**src/rtl/lcd_bus_ctrl_if.sv**
```systemverilog
// lcd_bus_ctrl_if
//   Bundles the host byte handshake, the controller status and the LCD pins
//   used by lcd_bus_ctrl.
// Signals:
//   in_data[7:0]   command or data byte offered by the host
//   in_rs          0 = command, 1 = data
//   in_valid       host offers a byte
//   in_ready       controller accepts the byte on this clk edge
//   busy           controller active or bytes queued
//   fifo_level     number of queued bytes
//   lcd_rs         LCD register select
//   lcd_en         LCD enable strobe
//   lcd_data_bus   LCD data pins (8 or 4 wide)
// Modports:
//   master  host side (drives in_data/in_rs/in_valid)
//   slave   controller side (drives everything else)
interface lcd_bus_ctrl_if #(
  parameter int BUS_WIDTH  = 8,
  parameter int FIFO_DEPTH = 8
);
  logic [7:0]                  in_data;
  logic                        in_rs;
  logic                        in_valid;
  logic                        in_ready;
  logic                        busy;
  logic [$clog2(FIFO_DEPTH):0] fifo_level;
  logic                        lcd_rs;
  logic                        lcd_en;
  logic [BUS_WIDTH-1:0]        lcd_data_bus;

  modport master (
    output in_data, in_rs, in_valid,
    input  in_ready, busy, fifo_level, lcd_rs, lcd_en, lcd_data_bus
  );

  modport slave (
    input  in_data, in_rs, in_valid,
    output in_ready, busy, fifo_level, lcd_rs, lcd_en, lcd_data_bus
  );
endinterface

```
**src/rtl/lcd_bus_ctrl.sv**
```systemverilog
// lcd_bus_ctrl
//   HD44780-style LCD write sequencer. Bytes from the host are queued, then
//   each is driven to the LCD as SETUP -> PULSE (EN high) -> HOLD, once for an
//   8-bit bus or twice (high nibble, then low nibble) for a 4-bit bus,
//   followed by an EXEC wait. Clear/home commands get the long wait.
// Ports:
//   clk   rising-edge clock
//   rst   asynchronous active-high reset
//   bus   lcd_bus_ctrl_if.slave (host handshake, status, LCD pins)
// Configuration:
//   LCD_FIFO_EN  defined   -> FIFO_DEPTH-entry byte queue
//                undefined -> single holding register, FIFO_DEPTH ignored
module lcd_bus_ctrl #(
  parameter int BUS_WIDTH        = 8,
  parameter int SETUP_CYCLES     = 2,
  parameter int EN_HIGH_CYCLES   = 25,
  parameter int HOLD_CYCLES      = 2,
  parameter int EXEC_CYCLES      = 2000,
  parameter int LONG_EXEC_CYCLES = 82000,
  parameter int FIFO_DEPTH       = 8
) (
  input  logic          clk,
  input  logic          rst,
  lcd_bus_ctrl_if.slave bus
);

  localparam int LW      = $clog2(FIFO_DEPTH) + 1;
  localparam int CNT_MAX = (LONG_EXEC_CYCLES > EN_HIGH_CYCLES) ? LONG_EXEC_CYCLES : EN_HIGH_CYCLES;
  localparam int CW      = $clog2(CNT_MAX + 1);

  // Counter loads are N-1: a state lasts N cycles and exits when cnt hits 0.
  localparam logic [CW-1:0] SETUP_LD = CW'(SETUP_CYCLES - 1);
  localparam logic [CW-1:0] EN_LD    = CW'(EN_HIGH_CYCLES - 1);
  localparam logic [CW-1:0] HOLD_LD  = CW'(HOLD_CYCLES - 1);
  localparam logic [CW-1:0] EXEC_LD  = CW'(EXEC_CYCLES - 1);
  localparam logic [CW-1:0] LONG_LD  = CW'(LONG_EXEC_CYCLES - 1);

  localparam logic [2:0] S_IDLE  = 3'd0;
  localparam logic [2:0] S_SETUP = 3'd1;
  localparam logic [2:0] S_PULSE = 3'd2;
  localparam logic [2:0] S_HOLD  = 3'd3;
  localparam logic [2:0] S_EXEC  = 3'd4;

  logic [2:0]           state;
  logic [CW-1:0]        cnt;
  logic                 pop;
  logic [7:0]           q_data;
  logic                 q_rs;
  logic [LW-1:0]        level;
  logic                 rs_q;
  logic                 en_q;
  logic [BUS_WIDTH-1:0] data_q;
  logic [BUS_WIDTH-1:0] pend_xfer;
  logic [BUS_WIDTH-1:0] first_xfer;
  logic [BUS_WIDTH-1:0] second_xfer;
  logic                 low_pending;
  logic                 long_exec;
  logic                 is_long;

`ifdef LCD_FIFO_EN
  localparam int AW = $clog2(FIFO_DEPTH);

  logic [7:0]    mem_data [FIFO_DEPTH];
  logic          mem_rs   [FIFO_DEPTH];
  logic [AW-1:0] wr_ptr;
  logic [AW-1:0] rd_ptr;
  logic          push;

  assign bus.in_ready = (level != LW'(FIFO_DEPTH));
  assign push         = bus.in_valid && bus.in_ready;
  assign pop          = (state == S_IDLE) && (level != '0);
  assign q_data       = mem_data[rd_ptr];
  assign q_rs         = mem_rs[rd_ptr];

  always_ff @(posedge clk) begin
    if (push) begin
      mem_data[wr_ptr] <= bus.in_data;
      mem_rs[wr_ptr]   <= bus.in_rs;
    end
  end

  // Pointers are exactly AW bits wide, so they wrap modulo FIFO_DEPTH.
  always_ff @(posedge clk or posedge rst) begin
    if (rst) begin
      wr_ptr <= '0;
      rd_ptr <= '0;
      level  <= '0;
    end else begin
      if (push) wr_ptr <= wr_ptr + 1'b1;
      if (pop)  rd_ptr <= rd_ptr + 1'b1;
      case ({push, pop})
        2'b10:   level <= level + 1'b1;
        2'b01:   level <= level - 1'b1;
        default: level <= level;
      endcase
    end
  end
`else
  logic [7:0] hold_data;
  logic       hold_rs;
  logic       hold_full;
  logic       push;

  // Ready only in IDLE with nothing held, and never while reset is applied.
  assign bus.in_ready = !rst && (state == S_IDLE) && !hold_full;
  assign push         = bus.in_valid && bus.in_ready;
  assign pop          = (state == S_IDLE) && hold_full;
  assign q_data       = hold_data;
  assign q_rs         = hold_rs;
  assign level        = LW'(hold_full);

  always_ff @(posedge clk or posedge rst) begin
    if (rst) begin
      hold_data <= '0;
      hold_rs   <= 1'b0;
      hold_full <= 1'b0;
    end else if (push) begin
      hold_data <= bus.in_data;
      hold_rs   <= bus.in_rs;
      hold_full <= 1'b1;
    end else if (pop) begin
      hold_full <= 1'b0;
    end
  end
`endif

  // Clear display (0x01) and return home (0x02/0x03) need the long wait.
  assign is_long = !q_rs && (q_data[7:2] == 6'b000000) && (q_data[1:0] != 2'b00);

  generate
    if (BUS_WIDTH == 4) begin : g_nibble
      assign first_xfer  = q_data[7:4];
      assign second_xfer = q_data[3:0];
    end else begin : g_byte
      assign first_xfer  = q_data;
      assign second_xfer = q_data;
    end
  endgenerate

  assign bus.lcd_rs       = rs_q;
  assign bus.lcd_en       = en_q;
  assign bus.lcd_data_bus = data_q;
  assign bus.fifo_level   = level;
  assign bus.busy         = (state != S_IDLE) || (level != '0);

  // lcd_rs/lcd_data_bus only change when a byte is popped or when the low
  // nibble replaces the high one, so they stay put through SETUP..HOLD and idle.
  always_ff @(posedge clk or posedge rst) begin
    if (rst) begin
      state       <= S_IDLE;
      cnt         <= '0;
      rs_q        <= 1'b0;
      en_q        <= 1'b0;
      data_q      <= '0;
      pend_xfer   <= '0;
      low_pending <= 1'b0;
      long_exec   <= 1'b0;
    end else begin
      case (state)
        S_IDLE: begin
          if (pop) begin
            rs_q        <= q_rs;
            data_q      <= first_xfer;
            pend_xfer   <= second_xfer;
            low_pending <= (BUS_WIDTH == 4);
            long_exec   <= is_long;
            cnt         <= SETUP_LD;
            state       <= S_SETUP;
          end
        end
        S_SETUP: begin
          if (cnt == '0) begin
            en_q  <= 1'b1;
            cnt   <= EN_LD;
            state <= S_PULSE;
          end else begin
            cnt <= cnt - 1'b1;
          end
        end
        S_PULSE: begin
          if (cnt == '0) begin
            en_q  <= 1'b0;
            cnt   <= HOLD_LD;
            state <= S_HOLD;
          end else begin
            cnt <= cnt - 1'b1;
          end
        end
        S_HOLD: begin
          if (cnt != '0) begin
            cnt <= cnt - 1'b1;
          end else if (low_pending) begin
            low_pending <= 1'b0;
            data_q      <= pend_xfer;
            cnt         <= SETUP_LD;
            state       <= S_SETUP;
          end else begin
            cnt   <= long_exec ? LONG_LD : EXEC_LD;
            state <= S_EXEC;
          end
        end
        S_EXEC: begin
          if (cnt == '0) begin
            state <= S_IDLE;
          end else begin
            cnt <= cnt - 1'b1;
          end
        end
        default: begin
          en_q  <= 1'b0;
          state <= S_IDLE;
        end
      endcase
    end
  end

endmodule

```
**src/flat_wrapper.sv**
```systemverilog
// flat-port wrapper written by rule: the top's interface ports become plain ports
module lcd_bus_ctrl_flat 
#(
  parameter int BUS_WIDTH        = 8,
  parameter int SETUP_CYCLES     = 2,
  parameter int EN_HIGH_CYCLES   = 25,
  parameter int HOLD_CYCLES      = 2,
  parameter int EXEC_CYCLES      = 2000,
  parameter int LONG_EXEC_CYCLES = 82000,
  parameter int FIFO_DEPTH       = 8
)
  (clk, rst, bus_in_data, bus_in_rs, bus_in_valid, bus_in_ready, bus_busy, bus_fifo_level, bus_lcd_rs, bus_lcd_en, bus_lcd_data_bus);
  lcd_bus_ctrl_if #(.BUS_WIDTH(BUS_WIDTH), .FIFO_DEPTH(FIFO_DEPTH)) bus_i ();
  input  logic clk;
  input  logic rst;
  input wire logic [$bits(bus_i.in_data)-1:0] bus_in_data;
  input wire logic [$bits(bus_i.in_rs)-1:0] bus_in_rs;
  input wire logic [$bits(bus_i.in_valid)-1:0] bus_in_valid;
  output wire logic [$bits(bus_i.in_ready)-1:0] bus_in_ready;
  output wire logic [$bits(bus_i.busy)-1:0] bus_busy;
  output wire logic [$bits(bus_i.fifo_level)-1:0] bus_fifo_level;
  output wire logic [$bits(bus_i.lcd_rs)-1:0] bus_lcd_rs;
  output wire logic [$bits(bus_i.lcd_en)-1:0] bus_lcd_en;
  output wire logic [$bits(bus_i.lcd_data_bus)-1:0] bus_lcd_data_bus;
  assign bus_i.in_data = bus_in_data;
  assign bus_i.in_rs = bus_in_rs;
  assign bus_i.in_valid = bus_in_valid;
  assign bus_in_ready = bus_i.in_ready;
  assign bus_busy = bus_i.busy;
  assign bus_fifo_level = bus_i.fifo_level;
  assign bus_lcd_rs = bus_i.lcd_rs;
  assign bus_lcd_en = bus_i.lcd_en;
  assign bus_lcd_data_bus = bus_i.lcd_data_bus;
  lcd_bus_ctrl #(.BUS_WIDTH(BUS_WIDTH), .SETUP_CYCLES(SETUP_CYCLES), .EN_HIGH_CYCLES(EN_HIGH_CYCLES), .HOLD_CYCLES(HOLD_CYCLES), .EXEC_CYCLES(EXEC_CYCLES), .LONG_EXEC_CYCLES(LONG_EXEC_CYCLES), .FIFO_DEPTH(FIFO_DEPTH)) u_core (.clk(clk), .rst(rst), .bus(bus_i));
endmodule
```
**config.mk**
```make
export PLATFORM = sky130hd
export DESIGN_NAME = lcd_bus_ctrl_flat
export DESIGN_NICKNAME = d
export VERILOG_FILES = /design/src/rtl/lcd_bus_ctrl_if.sv /design/src/rtl/lcd_bus_ctrl.sv /design/src/flat_wrapper.sv
export SDC_FILE = /design/constraint.sdc
export NUM_CORES = 1
export LEC_CHECK = 0
export CAP_MARGIN = 15
export CORE_MARGIN = 2
export CORE_UTILIZATION = 38
export CTS_CLUSTER_DIAMETER = 100
export DETAILED_ROUTE_END_ITERATION = 10
export HOLD_SLACK_MARGIN = 0.08
export PLACE_DENSITY = 0.59
export SYNTH_ARGS = -nofsm -noshare
export SYNTH_HDL_FRONTEND = slang
export SYNTH_SLANG_ARGS = --single-unit
```
**constraint.sdc**
```tcl
create_clock -name clk -period 5.65 [get_ports clk]
set_input_delay 0.8475 -clock clk [delete_from_list [all_inputs] [get_ports clk]]
set_output_delay 0.8475 -clock clk [all_outputs]
set_load 0.02 [all_outputs]
```
# == Word level (Yosys, flattened, before mapping) ==
# Index checks and enable logic that the tools add are counted.
# totals
out_inout_bits,16
wordCells,76
register_bits,50
inputBits,12
# op_classes
addsub,1
reduce_logical,26
mux,26
eq_ne,11
n_bitwise,1
# op_table
cell,count
17-bit 2-to-1 mux,7
17-bit case mux with 5 select lines,1
8-bit 2-to-1 mux,3
3-bit 2-to-1 mux,6
17-bit logical NOT,1
17-bit nonzero test,1
"17-bit by 1-bit subtractor with 17-bit output, second input constant",1
8-bit case mux with 2 select lines,1
3-bit case mux with 5 select lines,1
"2-bit by 1-bit inequality test with 1-bit output, second input constant",5
3-bit AND reduction,3
"3-bit by 2-bit equality test with 1-bit output, second input constant",2
1-bit logical AND,6
6-bit logical NOT,1
2-bit nonzero test,3
1-bit 2-to-1 mux,5
5-bit AND reduction,1
5-bit nonzero test,1
"2-bit inequality test, second input constant",2
4-bit AND reduction,1
"3-bit by 1-bit equality test with 1-bit output, second input constant",1
"3-bit equality test, second input constant",1
1-bit logical NOT,3
3-bit logical NOT,1
other kinds (7),7

# == Logic depth before layout (Yosys ltp) ==
# logic_depth
depth_word,5
mapped_depth,8
mapped_depth_nobuf,7

# == Least setup slack after synthesis ==
# OpenSTA, ideal clock, no wires.
# synth_path
path_kind,register -> output
start,reg u_core.state[1]
end,out bus_in_ready
t_arrival_ns,1.711
path_slack_ns,3.092
t_required_ns,4.803
stages_incl_launch_ff,6
path_buffers,1
path_cell_list,dfrtp_1 or2_2 clkbuf_1 nor3_1 inv_1 nor2_1
# synth_between
elab_chain_len,3
# synth_rtl
item,line,text
start: declaration,lcd_bus_ctrl.sv:44,logic [2:0] state;
start signal: assignment,lcd_bus_ctrl.sv:150,state <= S_IDLE;
start signal: assignment,lcd_bus_ctrl.sv:168,state <= S_SETUP;
start signal: assignment,lcd_bus_ctrl.sv:175,state <= S_PULSE;
3-bit logical NOT,lcd_bus_ctrl.sv:105,assign bus.in_ready = !rst && (state == S_IDLE) && !hold_full;
1-bit logical AND (2 in series),lcd_bus_ctrl.sv:105,
end: declaration,flat_wrapper.sv:19,output wire logic [$bits(bus_i.in_ready)-1:0] bus_in_ready;
# No other way between the ends.

# == Worst setup path in the final report ==
# Same ends and word-level chain as after synthesis.

==> results.md <==
* Slew Limit Fails at 0
* Asr flop ratio synth at 100%
* WP data required at between 4 and 5 ns
* Sequential share of the synthesized area at about two fifths
* Area contributors post-synth: dfrtp_1 42%, nand2_1 8.0%, mux2_2 4.1%, nor2_1 2.9%, o21ai_0 2.5%
* Drc violations at 0
* Slew @ Worst Pin at around 1.1 ns
* Largest net degree at the start of global routing at 42
* Final GP Congestion at 0.824
* Sink Count at 41
* Worst-skew pair later-pin latency at around 0.30 ns
* Worst R2R End: u_core.cnt[14]
* Predominant post-synthesis flop cell: dfrtp_1
* Hold_ws at 0.480 ns
* GRT overflow at 0
* Hold Path Cell Cnt at 2
* Clock skew at between 0.009 and 0.01 ns
* Post-synth EDFFs at 0
* R2R setup slack at 2.46 ns
* # setup viols final at 0
* Hold_sp: u_core.bus.lcd_rs
* P&R area growth vs syn at 15.1%
* Syn Std Cell Area at between 2000 and 2500 um^2
* Hold worst-path end: u_core.bus.lcd_rs
* Outcome: completed
* Initial antenna violation count at 0
* Num ports at 28
* Tightest Hold Check Type: reg -> reg
* Clock Path Buffers at 2
* Type of the worst setup path: reg -> out
* Root buf cell: clkbuf_8
* Count of cell types in the netlist at 56
* Die X at 84.3 um
* CP Capture Type: primary output
* R2r startpoint: u_core.cnt[0]
* Design area at 2820 um^2
* Vias per cell at 5.64
* Max-cap violations at 0
* I/O Buffers at 24
* Relative slew slack at 28.9%
* Max VDD drop at 0.114 mV
* First-pass iteration count of the detailed router at 4
* Detailed Route Iter0 Violations at about 140
* Number of global-route vias before repair at 2092
* Setup TNS at 0 ns
* Dpl hpwl at approximately 4000 um
* Cells after synthesis at about 280
* CTS buffer count at 5
* Detail Route Antenna Nets at 0
* TritonCTS clock tree: built
* Yosys warns at 0
* RSZ-0062 raised after global routing: no
* Worst R2R Path Depth at 7
* Clock transition at path regs at 0.09 ns
* Via count at around 2100
* Syn Area/Cell at roughly 9 um^2
* Period utilization at 61.4%
* Kind of start point of the critical path: register
* Hold-fix buffers, CTS at 0
* Row Count at 29
* First-pass GRT wire length at around 9800 um
* Area share of the largest cell type after synthesis at a little over two fifths
* Register bit total from synthesis at 41
* All-Layer GR Usage at 17.1%
* Die H at ~84 um
* Synth area leader: dfrtp_1
* Area after DPL at 2730 um^2
* Share of cells above drive strength 1 at 11.8%
* Cts repair resizes at 0
* Fmax at 288 MHz
* Starting Density at 39.0%
* Die Area at 7110 um^2
* Worst endpoint data arrival time at roughly 2.6 ns
* Final net count at a little over 300
* Final hold viol count at 0
* Core region area at 6280 um^2
* Leakage at 1.16 nW
* Pwr/cell area at 190 nW/um^2
* ANT cells at 0
* Crit path max fanout at 17
* Post-CTS Setup Bufs at 0
* DRT Wirelength at 5840 um
* H-tree levels at 2
* Period minus WS final at approximately 3.5 ns
* Routed WL per cell at around 16 um
where the power goes:
group	internal [W]	total (W)	switching, W
Combinational	0.0000181	0.0000354	0.0000173
Clock	0.0000853	0.000193	0.000108
Sequential	0.000301	0.000308	0.00000769
Total	0.000404	0.000537	0.000133
critical path: stages, from the launching register on:
cell and delay [ns]:
dfrtp_1 0.57, or2_2 0.45, nor3_1 0.40, inv_1 0.13, nor2_1 0.14, clkdlybuf4s50_1 0.62
registers in the layout, indices dropped and copies added (netlist names), 3 cells and up:
signal / cells
u_core.bus.lcd_data_bus: 8
u_core.cnt: 17
u_core.first_xfer: 8
u_core.state: 3
layout by cell type (no fill, tap or decap), drive strengths merged, types with 4 or more instances in the layout:
cell type and count:
nand2b 4, or3 4, o211ai 5, nand4 4, a21oi 11, dfrtp 41, or4 5, nor3 10
mux2 9, xnor2 5, buf 4, inv 6, nand2 52, nor4 8, nand3 8, o21ai 14
clkdlybuf4s50 24, clkbuf 5, and2 5, nor2 19
per-layer routing:
metal	GRT usage [%]	vias up	share of wire, %
met5	0	-	0
met1	21.9	1024	46
li1	-	1019	-
met4	5.87	0	1.1
met3	2.46	7	4.1
met2	29.4	53	49
synth_stat cells, types with 3 or more instances:
| library cell | instances |
|---|---|
| nand3_1 | 8 |
| nor3_1 | 10 |
| or4_4 | 3 |
| or3_1 | 4 |
| xnor2_1 | 5 |
| and2_1 | 5 |
| nor4_1 | 5 |
| clkbuf_1 | 8 |
| a22oi_1 | 3 |
| nand4_1 | 4 |
| o211ai_1 | 5 |
| buf_4 | 4 |
| nor2_1 | 19 |
| nand2b_1 | 4 |
| dfrtp_1 | 41 |
| inv_1 | 7 |
| buf_2 | 3 |
| nand2_1 | 52 |
| nand3b_1 | 3 |
| mux2_2 | 9 |
| xor2_1 | 3 |
| nor2b_1 | 3 |
| a21oi_1 | 10 |
| and3_1 | 3 |
| o21ai_0 | 12 |
through the flow:
step | std cells | setup WS, ns | utilization, % | total power [W]
after floorplan | 277 | 3.09 | - | 0.000334
after global placement | 365 | 2.58 | 43.6 | 0.000350
after detailed placement | 365 | 2.48 | 43.6 | 0.000350
after CTS | 373 | 2.21 | 44.9 | 0.000543
after global routing | 373 | 2.05 | 44.9 | 0.000559
final | 373 | 2.18 | 44.9 | 0.000537
area by class of cell:
cell class / count / area, um^2
inverters: 7 / 26.3
well taps: 77 / 96.3
multi-input cells: 212 / 1320
flip-flops and latches: 41 / 1030
repair buffers: 28 / 270
clock inverters: 3 / 17.5
clock buffers: 5 / 68.8
fillers: 601 / 3460
how the worst max path moves through the flow:
stage	start	end	cells past startpoint
after detailed placement	u_core.cnt[0]	u_core.cnt[14]	7
after global routing	u_core.state[1]	bus_in_ready	5
after CTS	u_core.state[1]	bus_in_ready	5
after global placement	u_core.state[1]	bus_in_ready	5
final	u_core.state[1]	bus_in_ready	5
after floorplan	u_core.state[1]	bus_in_ready	5
logic make-up after synthesis:
logic type      share of synthesized area (%)
simple gates                             28.1
compound gates                           17.1
flops                                    41.9
buf+inv                                  4.75
mux                                      4.14
xor+xnor                                 2.86
fa+ha+maj                                1.02
other cells                             0.153
(Power assumes the default switching activity.)
